--- src/rtl/seq_feeder_pkg.sv ---
// rtl/seq_feeder_pkg.sv - shared sizing constants and FSM state encoding for the sequence feeder
package seq_feeder_pkg;

  localparam int FEED_N           = 8;
  localparam int FEED_BP_WIDTH    = 2;
  localparam int FEED_SEQ_MAX_LEN = 256;
  localparam int FEED_LEN_W       = 12;
  localparam int FEED_ADDR_W      = 12;
  localparam logic [FEED_BP_WIDTH-1:0] FEED_PAD_BASE = 2'b00;

  typedef enum logic [3:0] {
    ST_IDLE,
    ST_NEWSEQ,
    ST_S_PRE,
    ST_LOAD_S,
    ST_S_UPD,
    ST_T_PRE,
    ST_STREAM_T,
    ST_WAIT_BUSY,
    ST_FIN
  } feeder_state_t;

endpackage

--- src/rtl/seq_rd_pipe.sv ---
// rtl/seq_rd_pipe.sv - one-ahead RAM read strobe/address and rd_data-to-S/T hold registers
module seq_rd_pipe #(
  parameter int BP_WIDTH = 2,
  parameter int LEN_W    = 12,
  parameter int ADDR_W   = 12,
  parameter logic [BP_WIDTH-1:0] PAD_BASE = '0
) (
  input  logic                clk,
  input  logic                reset_i,
  input  logic                req,
  input  logic                req_ok,
  input  logic [ADDR_W-1:0]   req_base,
  input  logic [LEN_W-1:0]    req_off,
  input  logic                take_s,
  input  logic                take_t,
  output logic                rd_en,
  output logic [ADDR_W-1:0]   rd_addr,
  input  logic [BP_WIDTH-1:0] rd_data,
  output logic [BP_WIDTH-1:0] S,
  output logic [BP_WIDTH-1:0] T
);

  logic                pad_q;
  logic [BP_WIDTH-1:0] cur;
  logic [BP_WIDTH-1:0] s_hold;
  logic [BP_WIDTH-1:0] t_hold;

  // A read slot beyond the sequence end issues no strobe and is remembered as a pad for the next cycle
  always_comb begin
    rd_en   = req & req_ok;
    rd_addr = rd_en ? (req_base + ADDR_W'(req_off)) : '0;
    cur     = pad_q ? PAD_BASE : rd_data;
    S       = take_s ? cur : s_hold;
    T       = take_t ? cur : t_hold;
  end

  // Pad flag follows the read slot by one cycle; S and T keep their last qualified base
  always_ff @(posedge clk or negedge reset_i) begin
    if (!reset_i) begin
      pad_q  <= 1'b0;
      s_hold <= '0;
      t_hold <= '0;
    end else begin
      pad_q  <= req & ~req_ok;
      s_hold <= S;
      t_hold <= T;
    end
  end

endmodule

--- src/rtl/seq_feeder.sv ---
// rtl/seq_feeder.sv - systolic array load sequencer; FEEDER_STATS_EN adds cycle_cnt and tile_idx outputs
module seq_feeder
  import seq_feeder_pkg::*;
#(
  parameter int N           = FEED_N,
  parameter int BP_WIDTH    = FEED_BP_WIDTH,
  parameter int SEQ_MAX_LEN = FEED_SEQ_MAX_LEN,
  parameter int LEN_W       = FEED_LEN_W,
  parameter int ADDR_W      = FEED_ADDR_W,
  parameter logic [BP_WIDTH-1:0] PAD_BASE = FEED_PAD_BASE
) (
  input  logic                clk,
  input  logic                reset_i,
  input  logic                start,
  input  logic [LEN_W-1:0]    s_len,
  input  logic [LEN_W-1:0]    t_len,
  input  logic [ADDR_W-1:0]   s_base,
  input  logic [ADDR_W-1:0]   t_base,
  output logic                rd_en,
  output logic [ADDR_W-1:0]   rd_addr,
  input  logic [BP_WIDTH-1:0] rd_data,
  output logic [BP_WIDTH-1:0] S,
  output logic [BP_WIDTH-1:0] T,
  output logic                s_update,
  output logic                ack,
  output logic                valid,
  output logic                new_seq,
  input  logic                busy,
  output logic                feeder_busy,
  output logic                done,
  output logic                err
`ifdef FEEDER_STATS_EN
  ,
  output logic [31:0]         cycle_cnt,
  output logic [LEN_W-1:0]    tile_idx
`endif
);

  localparam logic [LEN_W-1:0] ONE   = LEN_W'(1);
  localparam logic [LEN_W-1:0] N_L   = LEN_W'(N);
  localparam logic [LEN_W-1:0] MAX_L = LEN_W'(SEQ_MAX_LEN);

  feeder_state_t state, next;
  logic [LEN_W-1:0]  s_len_q, t_len_q, tiles_q, j_q, cnt_q, tile_off;
  logic [ADDR_W-1:0] s_base_q, t_base_q, req_base;
  logic [LEN_W-1:0]  req_off;
  logic              req, req_ok, take_s, take_t, bad_len;

  assign bad_len     = (s_len > MAX_L) || (t_len > MAX_L);
  assign tile_off    = j_q * N_L;
  assign feeder_busy = (state != ST_IDLE);

  // State register
  always_ff @(posedge clk or negedge reset_i) begin
    if (!reset_i) state <= ST_IDLE;
    else          state <= next;
  end

  // Next state, handshake outputs and the read slot for the base shown one cycle later
  always_comb begin
    next     = state;
    req      = 1'b0;
    req_ok   = 1'b0;
    req_base = s_base_q;
    req_off  = '0;
    take_s   = 1'b0;
    take_t   = 1'b0;
    new_seq  = 1'b0;
    ack      = 1'b0;
    s_update = 1'b0;
    valid    = 1'b0;
    done     = 1'b0;
    case (state)
      ST_IDLE: if (start && !bad_len) next = ST_NEWSEQ;
      ST_NEWSEQ: begin
        new_seq = 1'b1;
        next    = (s_len_q == '0) ? ST_FIN : ST_S_PRE;
      end
      ST_S_PRE: begin
        ack     = 1'b1;
        req     = 1'b1;
        req_off = tile_off + N_L - ONE;
        req_ok  = req_off < s_len_q;
        next    = ST_LOAD_S;
      end
      ST_LOAD_S: begin
        ack    = 1'b1;
        take_s = 1'b1;
        if (cnt_q != '0) begin
          req     = 1'b1;
          req_off = tile_off + cnt_q - ONE;
          req_ok  = req_off < s_len_q;
        end else begin
          next = ST_S_UPD;
        end
      end
      ST_S_UPD: begin
        s_update = 1'b1;
        next     = ST_T_PRE;
      end
      ST_T_PRE: begin
        ack      = 1'b1;
        req_base = t_base_q;
        req      = (t_len_q != '0);
        req_ok   = 1'b1;
        next     = (t_len_q == '0) ? ST_WAIT_BUSY : ST_STREAM_T;
      end
      ST_STREAM_T: begin
        ack      = 1'b1;
        valid    = 1'b1;
        take_t   = 1'b1;
        req_base = t_base_q;
        if (cnt_q + ONE < t_len_q) begin
          req     = 1'b1;
          req_ok  = 1'b1;
          req_off = cnt_q + ONE;
        end else begin
          next = ST_WAIT_BUSY;
        end
      end
      ST_WAIT_BUSY: begin
        ack = 1'b1;
        if (!busy) next = (j_q + ONE < tiles_q) ? ST_S_PRE : ST_FIN;
      end
      ST_FIN: begin
        done = 1'b1;
        next = ST_IDLE;
      end
      default: next = ST_IDLE;
    endcase
  end

  // Request latch, tile/base counters and the length-reject pulse
  always_ff @(posedge clk or negedge reset_i) begin
    if (!reset_i) begin
      s_len_q  <= '0;
      t_len_q  <= '0;
      s_base_q <= '0;
      t_base_q <= '0;
      tiles_q  <= '0;
      j_q      <= '0;
      cnt_q    <= '0;
      err      <= 1'b0;
    end else begin
      err <= (state == ST_IDLE) && start && bad_len;
      case (state)
        ST_IDLE: if (start && !bad_len) begin
          s_len_q  <= s_len;
          t_len_q  <= t_len;
          s_base_q <= s_base;
          t_base_q <= t_base;
          tiles_q  <= (s_len + N_L - ONE) / N_L;
        end
        ST_NEWSEQ:    j_q <= '0;
        ST_S_PRE:     cnt_q <= N_L - ONE;
        ST_LOAD_S:    if (cnt_q != '0) cnt_q <= cnt_q - ONE;
        ST_T_PRE:     cnt_q <= '0;
        ST_STREAM_T:  cnt_q <= cnt_q + ONE;
        ST_WAIT_BUSY: if (!busy && (j_q + ONE < tiles_q)) j_q <= j_q + ONE;
        default: ;
      endcase
    end
  end

`ifdef FEEDER_STATS_EN
  // Pair cycle counter: clears on new_seq, counts while busy, holds from done until the next pair
  always_ff @(posedge clk or negedge reset_i) begin
    if (!reset_i)                cycle_cnt <= '0;
    else if (state == ST_NEWSEQ) cycle_cnt <= '0;
    else if (state != ST_IDLE)   cycle_cnt <= cycle_cnt + 32'd1;
  end

  assign tile_idx = j_q;
`endif

  seq_rd_pipe #(
    .BP_WIDTH (BP_WIDTH),
    .LEN_W    (LEN_W),
    .ADDR_W   (ADDR_W),
    .PAD_BASE (PAD_BASE)
  ) u_rd_pipe (
    .clk      (clk),
    .reset_i  (reset_i),
    .req      (req),
    .req_ok   (req_ok),
    .req_base (req_base),
    .req_off  (req_off),
    .take_s   (take_s),
    .take_t   (take_t),
    .rd_en    (rd_en),
    .rd_addr  (rd_addr),
    .rd_data  (rd_data),
    .S        (S),
    .T        (T)
  );

endmodule

--- config.mk ---
export PLATFORM = sky130hd
export DESIGN_NAME = seq_feeder
export DESIGN_NICKNAME = d
export VERILOG_FILES = /design/src/rtl/seq_feeder_pkg.sv /design/src/rtl/seq_rd_pipe.sv /design/src/rtl/seq_feeder.sv
export SDC_FILE = /design/constraint.sdc
export NUM_CORES = 1
export LEC_CHECK = 0
export CORE_MARGIN = 3
export CORE_UTILIZATION = 52
export DETAILED_ROUTE_END_ITERATION = 10
export PLACE_DENSITY = 0.82
export SYNTH_ARGS = -nofsm -noshare
export SYNTH_HDL_FRONTEND = slang
export SYNTH_SLANG_ARGS = --single-unit
--- constraint.sdc ---
create_clock -name clk -period 6.05 [get_ports clk]
set_clock_uncertainty 0.05 [all_clocks]
set_input_delay 1.21 -clock clk [delete_from_list [all_inputs] [get_ports clk]]
set_output_delay 1.21 -clock clk [all_outputs]
set_load 0.02 [all_outputs]
Word-level counts from Yosys, hierarchy flattened
Cells that the tools add are included.
Widths: inputs -> output; s select.
{ "classes": {"add_sub_neg": 10, "magnitude_cmp": 6, "eq_ne": 14, "mux": 31, "bitwise": 3, "reduce_logical": 21} }
{ "ops": {"columns": ["op", "n"], "rows": [
  ["$mux 12", 6],
  ["$pmux 12 s4", 1],
  ["$sub 12x1->12 const B", 4],
  ["$lt 12x12->1", 3],
  ["$pmux 12 s3", 1],
  ["$pmux 4 s8", 1],
  ["$add 12x1->12 const B", 2],
  ["$add 12x12->12", 2],
  ["$add 12x4->12 const B", 2],
  ["$gt 12x9->1 const B", 2],
  ["$logic_not 12->1", 2],
  ["$mux 4", 6],
  ["$pmux 12 s2", 1],
  ["$reduce_bool 12->1", 2],
  ["$eq 4x3->1 const B", 4],
  ["$lt 12x9->1", 1],
  ["$ne 2x2->1 const B", 6],
  ["$mux 1", 10],
  ["$eq 4x2->1 const B", 2],
  ["$pmux 1 s4", 2],
  ["$reduce_bool 4->1", 2],
  ["$mux 2", 3],
  ["$reduce_and 2->1", 3],
  ["$reduce_or 5->1", 1],
  ["other kinds (11)", 16]
]} }
{ "word_totals": {"register_bits": 91, "inputBits": 54, "out_inout_bits": 24, "wordCells": 97} }

Logic depth before layout (Yosys ltp)
{ "depth": {"ltp_word": 7, "mapped_depth": 25} }

Cells and area by module
Synthesis repeated with hierarchy kept, for this count alone.
{ "unflattened": {"hier_cells": 749, "area_unflattened_um2": 7016.7} }
{ "modules_own_cells": {"columns": ["module", "n_inst", "cells_per_inst", "area_per_inst_um2", "seq_area_each_um2"], "rows": [
  ["seq_feeder", 1, 665, 6251.0, 2152.1],
  ["seq_rd_pipe", 1, 84, 765.7, 125.1]
]} }

Least setup slack after synthesis
OpenSTA, ideal clock, no wires.
{ "synth_path": {"path_kind": "register to output", "from": "register cnt_q[2]", "to": "output rd_addr[10]", "arrival_ps": 4844, "required_time_ps": 4790, "setup_slack_ps": -54, "path_stages_with_launch": 25, "path_buffers": 1, "cell_sequence": "dfrtp_1 ha_1 nand2_1 or3_1 nor3_2 xnor2_1 ha_1 a211oi_1 nor2_1 nor3_1 o21ai_1 clkbuf_1 nand2_1 nand2_1 nand2_1 ha_1 inv_1 fa_1 nor2b_1 o21ai_0 a21boi_0 o211ai_1 a21boi_0 nor3_1 nor3_1"} }
{ "synth_between": {"elab_chain_cells": 7, "elab_cells_between_ends": 17} }
{ "synth_lines": {"columns": ["element", "line", "rtl"], "rows": [
  ["start, declared", "seq_feeder.sv:44", "logic [LEN_W-1:0] s_len_q, t_len_q, tiles_q, j_q, cnt_q, tile_off;"],
  ["start signal, assigned", "seq_feeder.sv:155", "ST_S_PRE: cnt_q <= N_L - ONE;"],
  ["start signal, assigned", "seq_feeder.sv:156", "ST_LOAD_S: if (cnt_q != '0) cnt_q <= cnt_q - ONE;"],
  ["start signal, assigned", "seq_feeder.sv:158", "ST_STREAM_T: cnt_q <= cnt_q + ONE;"],
  ["$add 12x12->12", "seq_feeder.sv:91", "req_off = tile_off + cnt_q - ONE;"],
  ["$sub 12x1->12", "seq_feeder.sv:91", null],
  ["$lt 12x12->1", "seq_feeder.sv:92", "req_ok = req_off < s_len_q;"],
  ["$mux 1", "seq_feeder.sv:89", "if (cnt_q != '0) begin"],
  ["$pmux 1 s4", "seq_feeder.sv:73", "case (state)"],
  ["$and 1x1->1", "seq_rd_pipe.sv:30", "rd_en = req & req_ok;"],
  ["$mux 12 *", "seq_rd_pipe.sv:31", "rd_addr = rd_en ? (req_base + ADDR_W'(req_off)) : '0;"],
  ["end, declared", "seq_feeder.sv:20", "output logic [ADDR_W-1:0] rd_addr,"]
]} }
Every way passes the cells marked *; elsewhere a longest branch is shown, timed or not.

Worst setup path after layout
{ "layout_path": {"from": "register cnt_q[0]", "to": "output rd_addr[10]"} }
The elaborated chain is that of the path after synthesis.

==> flow_summary.ini <==
[logic_synthesis]
synth_cell_types = 64
seq_area_frac_synth_pct = 32.6
ys.flop_type = dfrtp_1
ys_ff_latch = 91
synth_edf_count = 0
synthesis.area_um2 = 6990
synth_fp_nets = 915
async_reset_ff_share_pct = 100
avgSynthCellArea_um2 = 8.91
ys_warn_count = 0
netlist_instances = 785

[setup_path]
worstReg2RegStart = j_q[4]
path_class = flip-flop to output port
arrival_ns = 4.99
startpoint_type = flip-flop
critPathRequiredTime_ns = 4.79
worstPathMaxFanout = 11
crit_path_start = cnt_q[0]
worstSetupEndpointType = output port

[finish]
area_growth_pct = 24.9
layout_commonest_cell = dfrtp_1
layout_common_cells = 90 x dfrtp_1, 84 x inv_1, 70 x ha_1, 65 x clkdlybuf4s50_1, 61 x buf_4
post-route-util_pct = 67.8
antennaDiodeCount = 0
nNetsFinal = 1031
drive_gt1_share_pct = 15.2

[die]
start_util_pct = 54.3
core_area_um2 = 12900
rows = 41
io_pins = 78
die_w_um = 122
die_h_um = 122
dieArea_um2 = 14900

[detailed_routing]
top_layer = met4
viasPerCell = 6.00
wl_met3_um = 1560
route.vias.total = 6470
avgRoutedWirePerCell_um = 18.1
ant_nets = 0
drtIter0Drc = 570
wirelength_um = 19500
firstDrtPassIters = 5
drt-met1-wl_um = 8220
drc = 0
wl_met2_um = 8760

[cts]
clock_latency_ns = 0.37
cts_hold_buf = 0
cts_max_level = 3
clockBufferDepth = 2
clkTransAtPathRegs_ns = 0.07
tritoncts = built
cts_root_buffer = clkbuf_16
clkSinkCount = 91
cts_inserted_buffers = 9

[sta]
finalCritPeriodShare_pct = 103
fin_crit_ns = 6.25
finalMaxSlewViolations = 0
worstMarginPinSlew_ns = 0.968
rsz0062_at_grt = true
finalWorstSetupSlack_ns = -0.197
max-slew-margin-rel_pct = 35.5
hold_viol = 0
setup_tns_ns = -0.197
finalSetupViolCount = 1
max_freq_mhz = 160

[hold_path]
min_path_type = flip-flop to flip-flop
hold_start = tiles_q[4]

[power_and_ir_drop]
vdd_ir_drop_max_uv = 279
p_leak_nw = 4.27
cellPowerDensity_nw_per_um2 = 440

[global_routing]
grt_usage_pct = 26.3
grt_overflow = 0
grt_pass1_vias = 6212
grt_pass1_wl_um = 30600
antenna_found_initial = 0
grt_start_max_net_pins = 56

[placed_design]
place_hpwl_um = 14200
gp_congestion = 0.981
portBuffers = 77

[job]
maxCapViolCount = 0

[status]
violations = setup timing
outcome = finished, violations left
==> synth_stat cells (3+ instances only) <==
cell type | number | share of area (%)
dfrtp_1 | 91 | 33
inv_1 | 84 | 4.5
ha_1 | 74 | 13
nand2_1 | 53 | 2.8
nor2_1 | 51 | 2.7
a21oi_1 | 43 | 3.1
mux2_1 | 38 | 6.1
o21ai_0 | 37 | 2.6
nand3_1 | 25 | 1.8
nor3_1 | 23 | 1.6
xnor2_1 | 23 | 2.9
buf_2 | 17 | 1.2
mux2_2 | 16 | 2.6
a31oi_1 | 15 | 1.3
nand2b_1 | 13 | 1.2
xor2_1 | 13 | 1.6
nor4_1 | 12 | 1.1
clkbuf_1 | 11 | 0.59
nor2b_1 | 11 | 0.98
nand4_1 | 9 | 0.81
a21o_1 | 8 | 0.86
and3_1 | 8 | 0.72
o21ai_1 | 8 | 0.57
o211ai_1 | 7 | 0.75
a22oi_1 | 6 | 0.64
o21a_1 | 6 | 0.64
or3_1 | 6 | 0.54
a21boi_0 | 5 | 0.54
a221o_1 | 5 | 0.72
a22o_1 | 5 | 0.63
a211oi_1 | 4 | 0.43
and2_1 | 4 | 0.36
o22a_1 | 4 | 0.50
a211o_1 | 3 | 0.38
a21oi_2 | 3 | 0.38
o22ai_1 | 3 | 0.27
o31ai_1 | 3 | 0.32
==> registers in the layout, summed over array words and instances, names as in the netlist, 4 cells and up <==
signal    cells
tiles_q       9
s_len_q      12
cnt_q        12
state         4
t_len_q      12
s_base_q     12
j_q          12
t_base_q     12
==> area by class of cell <==
type	instances	area [µm²]
clock inverters	7	91.3
repair buffers	135	1210
well taps	172	215
flip-flops and latches	91	2280
multi-input cells	579	4390
clock buffers	9	225
fillers	1014	4150
inverters	85	319
==> power by group <==
part | switching (mW) | leakage (nW) | internal [mW]
clock | 0.276 | 0.152 | 0.331
sequential | 0.0877 | 1.18 | 0.684
combinational | 1.44 | 2.94 | 1.02
==> worst paths after layout <==
| kind | depth (start not counted) | slack, ns | end |
|---|---|---|---|
| worst max-delay path | 17 | -0.20 | rd_addr[10] |
| worst min-delay path | 2 | 0.44 | tiles_q[4] |
| worst max register to register | 15 | 2.39 | u_rd_pipe.pad_q |
| worst min register to register | 2 | 0.44 | tiles_q[4] |
| max in group asynchronous | 2 | 4.10 | state[2] |
| min in group asynchronous | 1 | 0.75 | t_base_q[10] |
==> through the flow <==
step | setup WS [ns] | std cells | area [µm²] | hold WS, ns | power [mW]
after floorplan | 0.102 | 785 | 7000 | 0.406 | 2.35
after global placement | 0.00638 | 1044 | 8140 | 0.417 | 2.97
after detailed placement | -0.195 | 1044 | 8140 | 0.428 | 3.04
after CTS | 0.00895 | 1071 | 8560 | 0.443 | 3.68
after global routing | -0.332 | 1078 | 8730 | 0.454 | 4.15
final | -0.197 | 1078 | 8730 | 0.440 | 3.84
==> layer usage <==
| metal | GRT usage (%) | up-vias |
|---|---|---|
| li1 | - | 3039 |
| met1 | 35.4 | 3021 |
| met2 | 41.2 | 344 |
| met3 | 4.18 | 66 |
| met4 | 13.5 | 0 |
| met5 | 0 | - |
==> cells by family (layout without fill, tap and decap cells) <==
family | after synthesis | after routing | share of synthesized area [%]
compound gates | 181 | 181 | 16.8
simple gates | 229 | 229 | 16.4
mux | 57 | 57 | 9.20
fa+ha+maj | 76 | 76 | 13.8
xor+xnor | 36 | 36 | 4.51
flops | 91 | 91 | 32.6
buf+inv | 115 | 236 | 6.69
==> critical path: stages, from the launching register on <==
cell and delay, ns:
dfrtp_1 0.39, buf_4 0.15, buf_4 0.16, inv_1 0.13
ha_1 0.25, nor3b_1 0.36, and3_1 0.39, a21oi_1 0.35
a22oi_1 0.32, o21ai_0 0.16, ha_1 0.29, or4_1 0.59
o211ai_1 0.25, a21boi_1 0.14, buf_4 0.15, o21a_1 0.16
nor3_2 0.09, clkdlybuf4s15_2 0.28
==> timing repair <==
action / in CTS / in global routing
setup endpoints to repair: 11 / 13
resized for setup: 21 / 45
setup buffers: 11 / 7
pin swaps: 4 / 17
No activity file was read; power rests on OpenSTA's default activity.
